===== src/rtl/mult_sequencer.sv =====
// Shift-and-add sequencer for a signed multiply; it steers three external 28-bit registers.
// Optional macro MULT_SEQ_EARLY_EXIT_EN ends the iteration loop as soon as the multiplier register reaches zero.
module mult_sequencer #(
  parameter int OPERAND_WIDTH = 14
) (
  input  logic                            clockSequencer,
  input  logic                            resetSequencer,
  input  logic                            start,
  input  logic signed [OPERAND_WIDTH-1:0] operandA,
  input  logic signed [OPERAND_WIDTH-1:0] operandB,
  input  logic [27:0]                     multiplicandValue,
  input  logic [27:0]                     multiplierValue,
  input  logic [27:0]                     productValue,
  output logic [2:0]                      cmdMultiplicand,
  output logic [2:0]                      cmdMultiplier,
  output logic [2:0]                      cmdProduct,
  output logic [27:0]                     loadMultiplicand,
  output logic [27:0]                     loadMultiplier,
  output logic [27:0]                     sumOut,
  output logic                            busy,
  output logic                            done
);

  typedef enum logic [2:0] {
    CMD_HOLD  = 3'b000,
    CMD_RESET = 3'b001,
    CMD_LOAD  = 3'b010,
    CMD_SHL   = 3'b011,
    CMD_SHR   = 3'b100
  } cmd_e;

  typedef enum logic [2:0] {
    S_IDLE, S_LOAD, S_TEST, S_ADD, S_SHIFT, S_SIGN, S_DONE
  } state_e;

  localparam logic [3:0]               LAST_ITER = 4'(OPERAND_WIDTH - 1);
  localparam logic [OPERAND_WIDTH-1:0] ONE       = OPERAND_WIDTH'(1);

  state_e                   state, next_state;
  logic [3:0]               counter;
  logic                     sign_q;
  logic [OPERAND_WIDTH-1:0] op_a_q, op_b_q;
  cmd_e                     cmd_mc_d, cmd_mp_d, cmd_pr_d;

  // |-2^(W-1)| still fits because the result is treated as W-bit unsigned.
  function automatic logic [27:0] magnitude(input logic [OPERAND_WIDTH-1:0] v);
    logic [OPERAND_WIDTH-1:0] m;
    m = v[OPERAND_WIDTH-1] ? (~v + ONE) : v;
    return {{(28 - OPERAND_WIDTH){1'b0}}, m};
  endfunction

  assign loadMultiplicand = magnitude(op_a_q);
  assign loadMultiplier   = magnitude(op_b_q);
  assign busy             = (state != S_IDLE);
  assign done             = (state == S_DONE);

  always_comb begin
    sumOut = productValue + multiplicandValue;
    if (state == S_SIGN && sign_q) sumOut = 28'd0 - productValue;
  end

  // NOTE: every variable gets a default before the case so no path leaves it unassigned (no latch).
  always_comb begin
    next_state = state;
    case (state)
      S_IDLE:  if (start) next_state = S_LOAD;
      S_LOAD:  next_state = S_TEST;
      S_TEST: begin
        next_state = multiplierValue[0] ? S_ADD : S_SHIFT;
`ifdef MULT_SEQ_EARLY_EXIT_EN
        if (multiplierValue == 28'd0) next_state = S_SIGN;
`else
        // Only bit 0 steers the loop when every iteration runs.
`endif
      end
      S_ADD:   next_state = S_SHIFT;
      S_SHIFT: next_state = (counter == LAST_ITER) ? S_SIGN : S_TEST;
      S_SIGN:  next_state = S_DONE;
      S_DONE:  next_state = S_IDLE;
      default: next_state = S_IDLE;
    endcase

    // Commands are decoded from the state being entered so they register in step with it.
    cmd_mc_d = CMD_HOLD;
    cmd_mp_d = CMD_HOLD;
    cmd_pr_d = CMD_HOLD;
    case (next_state)
      S_LOAD: begin
        cmd_mc_d = CMD_LOAD;
        cmd_mp_d = CMD_LOAD;
        cmd_pr_d = CMD_RESET;
      end
      S_ADD:   cmd_pr_d = CMD_LOAD;
      S_SHIFT: begin
        cmd_mc_d = CMD_SHL;
        cmd_mp_d = CMD_SHR;
      end
      S_SIGN:  if (sign_q) cmd_pr_d = CMD_LOAD;
      default: ;
    endcase
  end

`ifndef MULT_SEQ_EARLY_EXIT_EN
  logic unused_multiplier_bits;
  assign unused_multiplier_bits = ^multiplierValue[27:1];
`endif

  // NOTE: sequential state uses non-blocking assignments so all registers update from pre-edge values.
  always_ff @(posedge clockSequencer or posedge resetSequencer) begin
    if (resetSequencer) begin
      state           <= S_IDLE;
      counter         <= '0;
      sign_q          <= 1'b0;
      op_a_q          <= '0;
      op_b_q          <= '0;
      cmdMultiplicand <= CMD_HOLD;
      cmdMultiplier   <= CMD_HOLD;
      cmdProduct      <= CMD_HOLD;
    end else begin
      state           <= next_state;
      cmdMultiplicand <= cmd_mc_d;
      cmdMultiplier   <= cmd_mp_d;
      cmdProduct      <= cmd_pr_d;
      if (state == S_IDLE && start) begin
        op_a_q  <= operandA;
        op_b_q  <= operandB;
        sign_q  <= operandA[OPERAND_WIDTH-1] ^ operandB[OPERAND_WIDTH-1];
        counter <= '0;
      end else if (state == S_SHIFT && next_state == S_TEST) begin
        counter <= counter + 4'd1;
      end
    end
  end

endmodule


===== config.mk =====
export PLATFORM = sky130hd
export DESIGN_NAME = mult_sequencer
export DESIGN_NICKNAME = d
export VERILOG_FILES = /design/src/rtl/mult_sequencer.sv
export SDC_FILE = /design/constraint.sdc
export NUM_CORES = 1
export LEC_CHECK = 0
export CAP_MARGIN = 25
export CELL_PAD_IN_SITES_DETAIL_PLACEMENT = 1
export CELL_PAD_IN_SITES_GLOBAL_PLACEMENT = 2
export CORE_MARGIN = 10
export CORE_UTILIZATION = 23
export DETAILED_ROUTE_END_ITERATION = 10
export GPL_TIMING_DRIVEN = 0
export PLACE_DENSITY_LB_ADDON = 0.1
export SLEW_MARGIN = 10
export SYNTH_ARGS = -nofsm -noshare
export SYNTH_HDL_FRONTEND = slang
export SYNTH_SLANG_ARGS = --single-unit

===== constraint.sdc =====
create_clock -name clockSequencer -period 3.79 [get_ports clockSequencer]
set_input_delay 0.5685 -clock clockSequencer [delete_from_list [all_inputs] [get_ports clockSequencer]]
set_output_delay 0.5685 -clock clockSequencer [all_outputs]
set_load 0.02 [all_outputs]

==> metrics.csv <==
stage,metric,value,unit
clock_network,CTS Buffer Depth,2,
global_routing,largest net degree at the start of global routing,33,
place,post-detail-place hpwl,16.1,mm
yosys,"Async S/R FF share, synth",100,%
routing,wire length on met1,8.13,mm
power_and_ir_drop,Seq pwr share,20.5,%
routing,DRT Pass-1 Iters,4,
timing,worst hold slack,0.531,ns
yosys,yosys warns,0,
place,cell total after placement,1056,
floorplanning,Die Wd,165,µm
timing,unrepaired setup endpoints after global routing,yes,
clock_network,number of buffers created by CTS,5,
global_routing,number of global-route vias before repair,5534,
routing,metal3 WL,1.22,mm
power_and_ir_drop,Final Total Pwr,4.13,mW
setup_path,CP peak stage delay,0.44,ns
clock_network,Skew-Pair Late Insertion Delay,0.28,ns
clock_network,clock root buffer,clkbuf_16,
place,port bufs,151,
clock_network,clk slew on worst S/H paths,0.06,ns
yosys,Most used DFF post-synth,dfrtp_1,
power_and_ir_drop,Psw,1.88,mW
power_and_ir_drop,Logic pwr share,69.6,%
routing,residual DRC count,0,
routing,Vias/cell,4.65,
power_and_ir_drop,internal power consumption,2.26,mW
routing,Routed WL,19.4,mm
global_routing,first-pass GRT wire length,30.1,mm
yosys,post-synthesis instance area,4810,µm²
timing,Slew HR,59.3,%
routing,Top Layer Used,met4,
power_and_ir_drop,Clock power frac,9.9,%
yosys,number of synthesized register bits,41,
floorplanning,die height,165,µm
power_and_ir_drop,Power Density,556,nW/µm²
floorplanning,total core area,20400,µm²
yosys,synthesized area per cell,7.96,µm²
timing,FMAX,269,MHz
clock_network,H-tree depth,2,
status,status,"finished, final reports clean",
clock_network,CTS tree,built,
timing,count of final hold-check violations,0,
setup_path,crit path cell chain,clkdlybuf4s50_1 > ha_1 > clkbuf_4 > o21ai_1 > a2111oi_2 > a22o_1 > o31a_1 > mux2_2 > nand3b_1 > xnor2_1 > buf_4,
setup_path,Worst Path Required,3.22,ns
timing,Final Critical Period,3.72,ns
cells_and_area,Finished Layout Cells,1077,
power_and_ir_drop,switching share of total power,45.4,%
routing,routed len/inst,18.0,µm
cells_and_area,share of layout cells above drive strength 1,21.0,%
power_and_ir_drop,maximum vdd drop,0.651,mV
yosys,number of synthesized flops with an enable pin,0,
floorplanning,# IOs,210,
routing,WL met2,9.97,mm
floorplanning,Rows,52,
global_routing,grt total ovfl,0,
routing,DR iter-0 viols,151,
global_routing,initial antenna violation count,3,
setup_path,Worst path slowest cell,a2111oi_2,
setup_path,R2R depth,5,
setup_path,Critical Path Sink Type,output port,
run,number of max-cap violations,0,
setup_path,critical path data arrival time,3.15,ns
global_routing,gr usage total,13.7,%
routing,DR vias,5013,
floorplanning,Starting Density,23.5,%
setup_path,worst-path maximum fanout,9,
yosys,"Seq/Total Area, Yosys",21.3,%
min_path,Hold Path Class,in -> async,
setup_path,startpoint types,primary input,
cells_and_area,area grow syn2layout,54.7,%
yosys,synth unique cells,66,
timing,Final Max Tran Viols,0,
timing,Worst-Margin Slew,0.610,ns
clock_network,hold buffers post-CTS,0,
setup_path,Crit Path Class,in -> out,
clock_network,clock sinks,41,
yosys,cells after synthesis,604,
floorplanning,die area,27100,µm²
cells_and_area,final net count,951,
routing,DRT antenna net count,0,
place,GP Congestion,0.804,
power_and_ir_drop,LEAKAGE,3.07,nW
cells_and_area,fill count,2461,
timing,final setup fails,0,
timing,skew final,0.00272,ns
timing,Final period util,98.0,%
-- state kept, by name, summed over array words and instances, names as in the netlist --
name,flops
sign_q,1
cmdMultiplicand,2
op_a_q,14
cmdProduct,2
counter,4
state,3
cmdMultiplier,1
op_b_q,14
-- power by group through the flow --
stage | Combinational [mW] | Clock (mW) | Sequential, mW
5_1_grt | 3.14 | 0.444 | 0.884
3_5_place_dp | 2.86 | 0 | 0.856
2_1_floorplan | 1.63 | 0 | 0.817
4_1_cts | 2.91 | 0.426 | 0.850
6_report | 2.88 | 0.409 | 0.846
3_3_place_gp | 2.84 | 0 | 0.844
-- layout by cell type (no fill, tap or decap), drive strengths merged, types with 4 or more instances in the layout --
cell           count
a211o              5
nor3              14
clkdlybuf4s50    106
xor2              27
xnor2             37
nand2             58
o31ai             12
clkbuf            27
nor2b              5
a21oi             40
nand3             15
nand2b            12
conb              31
dlygate4sd2       20
a211oi             7
inv               17
nor4               9
o22ai              4
mux2              24
ha                32
buf               64
mux2i              4
dfrtp             41
o21ai             40
nor2              48
or3               14
nand3b             5
o211ai             6
dlymetal6s2s      11
and3               5
and2               6
a21o               8
-- what timing repair did --
action,in CTS,in global routing
buffers inserted,12,3
pin swaps,13,18
hold endpoints to repair,0,0
resized for setup,145,47
setup endpoints to repair,27,20
-- stage by stage --
stage | instance area (µm²) | TNS, ns | utilization (%) | worst slack, ns
6_report | 7430 | 0 | 36.4 | 0.0749
5_1_grt | 7430 | -0.0476 | 36.4 | -0.0450
2_1_floorplan | 4920 | 0 | - | 0.440
4_1_cts | 7250 | -0.196 | 35.5 | -0.184
3_3_place_gp | 6770 | -12.24 | 33.1 | -1.09
3_5_place_dp | 6790 | -13.25 | 33.2 | -1.09
-- area by class of cell --
class	count	area (µm²)	share of cell area, %
timing repair buffer	167	1610	21.6
sequential	41	1030	13.8
antenna	3	7.51	0.101
tap	270	338	4.54
buffer	55	367	4.93
multi-input combinational	516	3890	52.3
clock buffer	8	136	1.83
inverter	17	63.8	0.858
-- critical path: cells and delay by family --
kind            cells  cell delay, ns
compound gates      4            0.98
xor+xnor            1            0.12
fa+ha+maj           1            0.27
buf+inv             3            0.75
mux                 1            0.34
simple gates        1            0.11
-- layer usage --
metal | vias to the layer above | GRT usage [%]
met3 | 7 | 3.66
met5 | - | 0
met1 | 2404 | 15.8
met2 | 107 | 25.2
li1 | 2495 | -
met4 | 0 | 2.13
-- worst paths after layout --
kind	from	endpoint	slack, ns
setup reg to reg	state[1]	op_b_q[4]	1.40
setup / recovery	multiplicandValue[20]	sumOut[27]	0.07
min in group clockSequencer	sign_q	sign_q	0.55
max in group asynchronous	resetSequencer	op_a_q[8]	2.80
hold reg to reg	sign_q	sign_q	0.55
hold / removal	resetSequencer	op_b_q[10]	0.53
-- logic make-up (layout without fill, tap and decap cells) --
group | after synthesis | count (layout) | synth area share (%)
xor gates and xnor gates | 64 | 64 | 11.7
buffers and inverters | 77 | 247 | 9.06
other | 1 | 34 | 0.0780
adders and majority gates | 33 | 33 | 8.75
muxes | 28 | 28 | 6.46
AOI/OAI and AO/OA | 151 | 151 | 20.1
DFF | 41 | 41 | 21.3
and+or+nand+nor | 209 | 209 | 22.6
-- synth_stat cells, types with 4 or more instances --
cell type	count	area [µm²]
nor4_1	8	50.1
a21oi_1	40	200
mux2i_1	4	40.0
nor2b_1	5	31.3
a211o_1	5	43.8
clkbuf_1	21	78.8
nand2_1	58	218
xor2_1	27	236
dfrtp_1	41	1030
o22ai_1	4	25.0
ha_1	32	400
xnor2_1	37	324
o31ai_1	12	90.1
buf_4	34	255
and2_1	6	37.5
nor3_1	14	70.1
nor2_1	48	180
nand3b_1	5	37.5
or3_1	11	68.8
nand3_1	14	70.1
nand2b_1	12	75.1
a21o_1	8	60.1
and3_1	5	31.3
a211oi_1	6	45.0
o211ai_1	6	45.0
o21ai_0	40	200
mux2_2	24	270
inv_1	17	63.8
Note: power is estimated with default switching activity, not from simulation.
==> edit 1 (same flow settings) <==
Encoding of `state_e`: now one-hot (7 bits for 7 states).
--- a/src/rtl/mult_sequencer.sv
+++ b/src/rtl/mult_sequencer.sv
@@ -29,8 +29,8 @@
     CMD_SHR   = 3'b100
   } cmd_e;
 
-  typedef enum logic [2:0] {
-    S_IDLE, S_LOAD, S_TEST, S_ADD, S_SHIFT, S_SIGN, S_DONE
+  typedef enum logic [6:0] {
+    S_IDLE = 7'b0000001, S_LOAD = 7'b0000010, S_TEST = 7'b0000100, S_ADD = 7'b0001000, S_SHIFT = 7'b0010000, S_SIGN = 7'b0100000, S_DONE = 7'b1000000
   } state_e;
 
   localparam logic [3:0]               LAST_ITER = 4'(OPERAND_WIDTH - 1);
Formal check against the unedited RTL: no difference found for any inputs over 10 cycles, from zero or initial values and one cycle with resetSequencer high; not proved beyond that.
==> edit 1 against the unedited design <==
Largest cell class unchanged. Setup slack got worse by 0.012 ns. Largest power group unchanged. Routed wire length increased by 6.7%. Final cell count increased by 6.6%. Power decreased by 2.1%. Area after synthesis increased by 1.7%. Synthesized cell count increased by 12%. Global-route usage increased by 0.67 points. Non-clock buffer count decreased by 4. Critical path depth decreased by 1. Fmax decreased by 0.33%. Sequential cell count increased by 3. Cell area decreased by 0.81%.
==> edit 1: results (changes against the unedited design) <==
* Outcome: completed
* Hold Slack at 0.532 ns (+0.000567 ns)
* CP Data Arrival Time at 3.16 ns (about the same)
* GRT met2 Usage at 0.232 (-0.0205)
* RR Startpoint: state[4]
* Cell family with most CP delay: simple AND/OR/NAND/NOR gates
* DRT iter0 DRCs at 187 (+24%)
* Hold WC Path Type: reg -> reg
* Synth top cells by count: 138 x nand2_1, 55 x nor2_1, 47 x a21oi_1
* Vias in the first global route at 5804 (+4.9%)
* R2r setup slk at 0.81 ns (-0.59 ns)
* Area contributors post-synth: dfrtp_1 22%, nand2_1 11%, ha_1 8.2%
* Seq/Total Area, Yosys at 0.226 (+0.0121)
* Peak VDD IR at 0.253 mV (-61%)
* Fillcell total at 2575 (+4.6%)
* CP max stage delay at 0.53 ns (+0.09 ns)
* Met3 usage at 0.0310 (-0.00560)
* Pin count of the biggest net entering global routing at 29 (-12%)
* Setup Buffers After CTS at 10 (-2)
* Worst R2R Path Depth at 10 (+5)
* Total GRT Usage at 0.144 (+0.00670)
* Met3 wire length at 856 um (-30%)
* Gpl congestion at 0.815 (+1.4%)
* Grt met1 use at 0.198 (+0.0407)
* Vias/cell at 4.69 (+0.72%)
* Switch Pwr at 1.87 mW (about the same)
* DR WL/cell at 18.1 um (about the same)
* Antenna violations before repair at 0 (-3)
* Placement Setup Slack at -1.28 ns (-0.192 ns)
## edit 1: cell count changes in the layout (fill, tap and decap cells not counted), moves of 5 or more
cell	before	now
a21oi_2	2	10
dlymetal6s2s_1	11	2
nor2_1	46	53
ha_4	13	3
clkdlybuf4s50_1	106	124
nand4_1	2	8
ha_1	14	19
ha_2	5	10
dlygate4sd2_1	20	6
nand2_1	57	138
and2_1	6	1
mux2_2	24	0
inv_1	14	21
nand2b_1	12	4
## edit 1: layout make-up
type	instances	area, um^2	area share
multi-input cells	581	3760	0.510
repair buffers	165	1560	0.212
flip-flops and latches	44	1100	0.149
plain buffers	53	345	0.0468
well taps	275	344	0.0467
clock buffers	6	139	0.0188
inverters	22	82.6	0.0112
clock inverters	2	38.8	0.00526
## edit 1: cell families after synthesis
group	share of synthesized area
muxes	0.0123
adders and majority gates	0.0860
buffers and inverters	0.0893
other	0.000767
and+or+nand+nor	0.282
xor gates and xnor gates	0.116
DFF	0.226
AOI/OAI and AO/OA	0.188
==> edit 2 (same flow settings) <==
Made on the original files. Add a define of `MULT_SEQ_EARLY_EXIT_EN`.
--- a/src/rtl/mult_sequencer.sv
+++ b/src/rtl/mult_sequencer.sv
@@ -1,5 +1,7 @@
 // Shift-and-add sequencer for a signed multiply; it steers three external 28-bit registers.
 // Optional macro MULT_SEQ_EARLY_EXIT_EN ends the iteration loop as soon as the multiplier register reaches zero.
+`define MULT_SEQ_EARLY_EXIT_EN
+
 module mult_sequencer #(
   parameter int OPERAND_WIDTH = 14
 ) (
Behaviour: not the same (a bounded check fails within 4 cycles, from zero or initial values and one cycle with resetSequencer high).
==> edit 2 against the unedited design <==
Power increased by 4.8%. Sequential power increased by 2%. Highest routed layer unchanged. Routed wire length decreased by 1.0%. Clock skew increased by 0.0019 ns. Setup slack improved by 0.015 ns. Cell area increased by 0.57%. Area after synthesis decreased by 4.0%. Sequential cell count unchanged. Count of clock-buffer cells in the layout decreased by 1. Register-to-register slack improved by 0.03 ns.
==> edit 2: results (changes against the unedited design) <==
* Buffering overhead at 0.292 (+0.0263)
* Fillcell total at 2354 (-4.3%)
* Inverter count at 21 (+4)
* ClkCell Share at 0.0231 (+0.00475)
* Pin count of the biggest net entering global routing at 25 (-24%)
* CP startpoint: multiplicandValue[6]
* Worst-margin pin slew at 0.814 ns (+0.204 ns)
* Vias in the first global route at 5522 (-0.22%)
* GRT met2 Usage at 0.245 (-0.00727)
* Gpl congestion at 0.790 (-1.8%)
* Post-DP HPWL at 15800 um (-1.6%)
* CP max stage delay at 0.41 ns (-0.03 ns)
* Peak VDD IR at 0.292 mV (-55%)
* CP max-delay cell: clkdlybuf4s50_1
* Antenna violations before repair at 1 (-2)
* First-pass GRT wire length at 30200 um (about the same)
* RR Startpoint: state[0]
* #MultiIn Comb at 493 (-4.5%)
* Area contributors post-synth: dfrtp_1 22%, xnor2_1 9.3%, ha_1 8.7%
* Synth top cells by count: 54 x nand2_1, 49 x xnor2_1, 46 x nor2_1
* Vias/cell at 4.68 (+0.51%)
* DRT iter0 DRCs at 137 (-9.3%)
* Ratio of cells with drive above 1 in the final layout at 0.190 (-0.0199)
* Non-clk bufs at 241 (+8.6%)
* Seq/Total Area, Yosys at 0.222 (+0.00885)
* Pleak at 3.06 nW (-0.50%)
* Total GRT Usage at 0.141 (+0.00371)
* Capture point of the worst path: sumOut[15]
* Critical path peak fanout at 8 (-1)
* Clock skew at 0.00465 ns (+0.00193 ns)
* Grt met1 use at 0.170 (+0.0123)
* DR WL/cell at 18.0 um (-0.40%)
* Outcome: completed
* Clock buf count at 7 (-1)
* GR peak layer: met2
* Worst r2r dst: op_a_q[5]
* R2r setup slk at 1.43 ns (+0.03 ns)
* Multi-input gate share of the layout cell area at 0.493 (-0.0304)
* Hold WC Path Type: reg -> reg
* Post-synthesis cell type count at 62 (-6.1%)
* Met3 usage at 0.0475 (+0.0109)
edit 2: changes by cell type after synthesis, sizes merged, moves of 4 or more:
cell    change
xor2        -6
inv         +4
nand4       +4
a211oi      -4
clkbuf      -6
xnor2      +12
nand3b      -5
nand2b      -6
a211o       -5
nand2       -4
edit 2: cells by family after synthesis:
kind of cell               synth area share
DFF                                   0.222
adders and majority gates            0.0911
muxes                                0.0670
buffers and inverters                0.0889
AOI/OAI and AO/OA                     0.195
other                              0.000812
and+or+nand+nor                       0.202
xor gates and xnor gates              0.133
edit 2: worst min-delay path by stage:
stage	startpoint	to	slack, ns	depth (start not counted)
after floorplan	sign_q	cmdProduct[1]	0.50	2
after global placement	counter[3]	counter[3]	0.53	2
after detailed placement	counter[3]	counter[3]	0.55	2
after CTS	counter[3]	counter[3]	0.57	2
after global routing	op_a_q[11]	op_a_q[11]	0.59	1
final	counter[3]	counter[3]	0.56	2
edit 2: what timing repair did:
action                                  CTS  global route
endpoints found under the setup margin   23            17
setup buffers                             9             4
resized for setup                       115            53
pin swaps                                16            19
gates cloned                              0             0
hold endpoints to repair                  0             0
edit 2: routing by layer:
metal	wire [um]	vias to the layer above
met5	0	-
met4	76	0
met3	1420	5
met2	9270	125
met1	8460	2401
li1	-	2475
edit 2: through the flow:
stage	hold WS (ns)	worst slack (ns)	cell area [um^2]	total power [mW]	cells
finish	0.559	0.0896	7480	4.33	1070
global route	0.591	-0.0367	7470	4.66	1069
CTS	0.566	0.00479	7320	4.38	1065
detailed placement	0.547	-1.13	6860	3.83	1051
global placement	0.525	-1.10	6840	3.79	1050
floorplan	0.501	0.326	4730	2.49	607
edit 2: report_power, final:
part | total, mW | switching [mW] | internal (mW)
Sequential | 0.860 | 0.216 | 0.644
Combinational | 2.97 | 1.54 | 1.42
Clock | 0.506 | 0.177 | 0.329
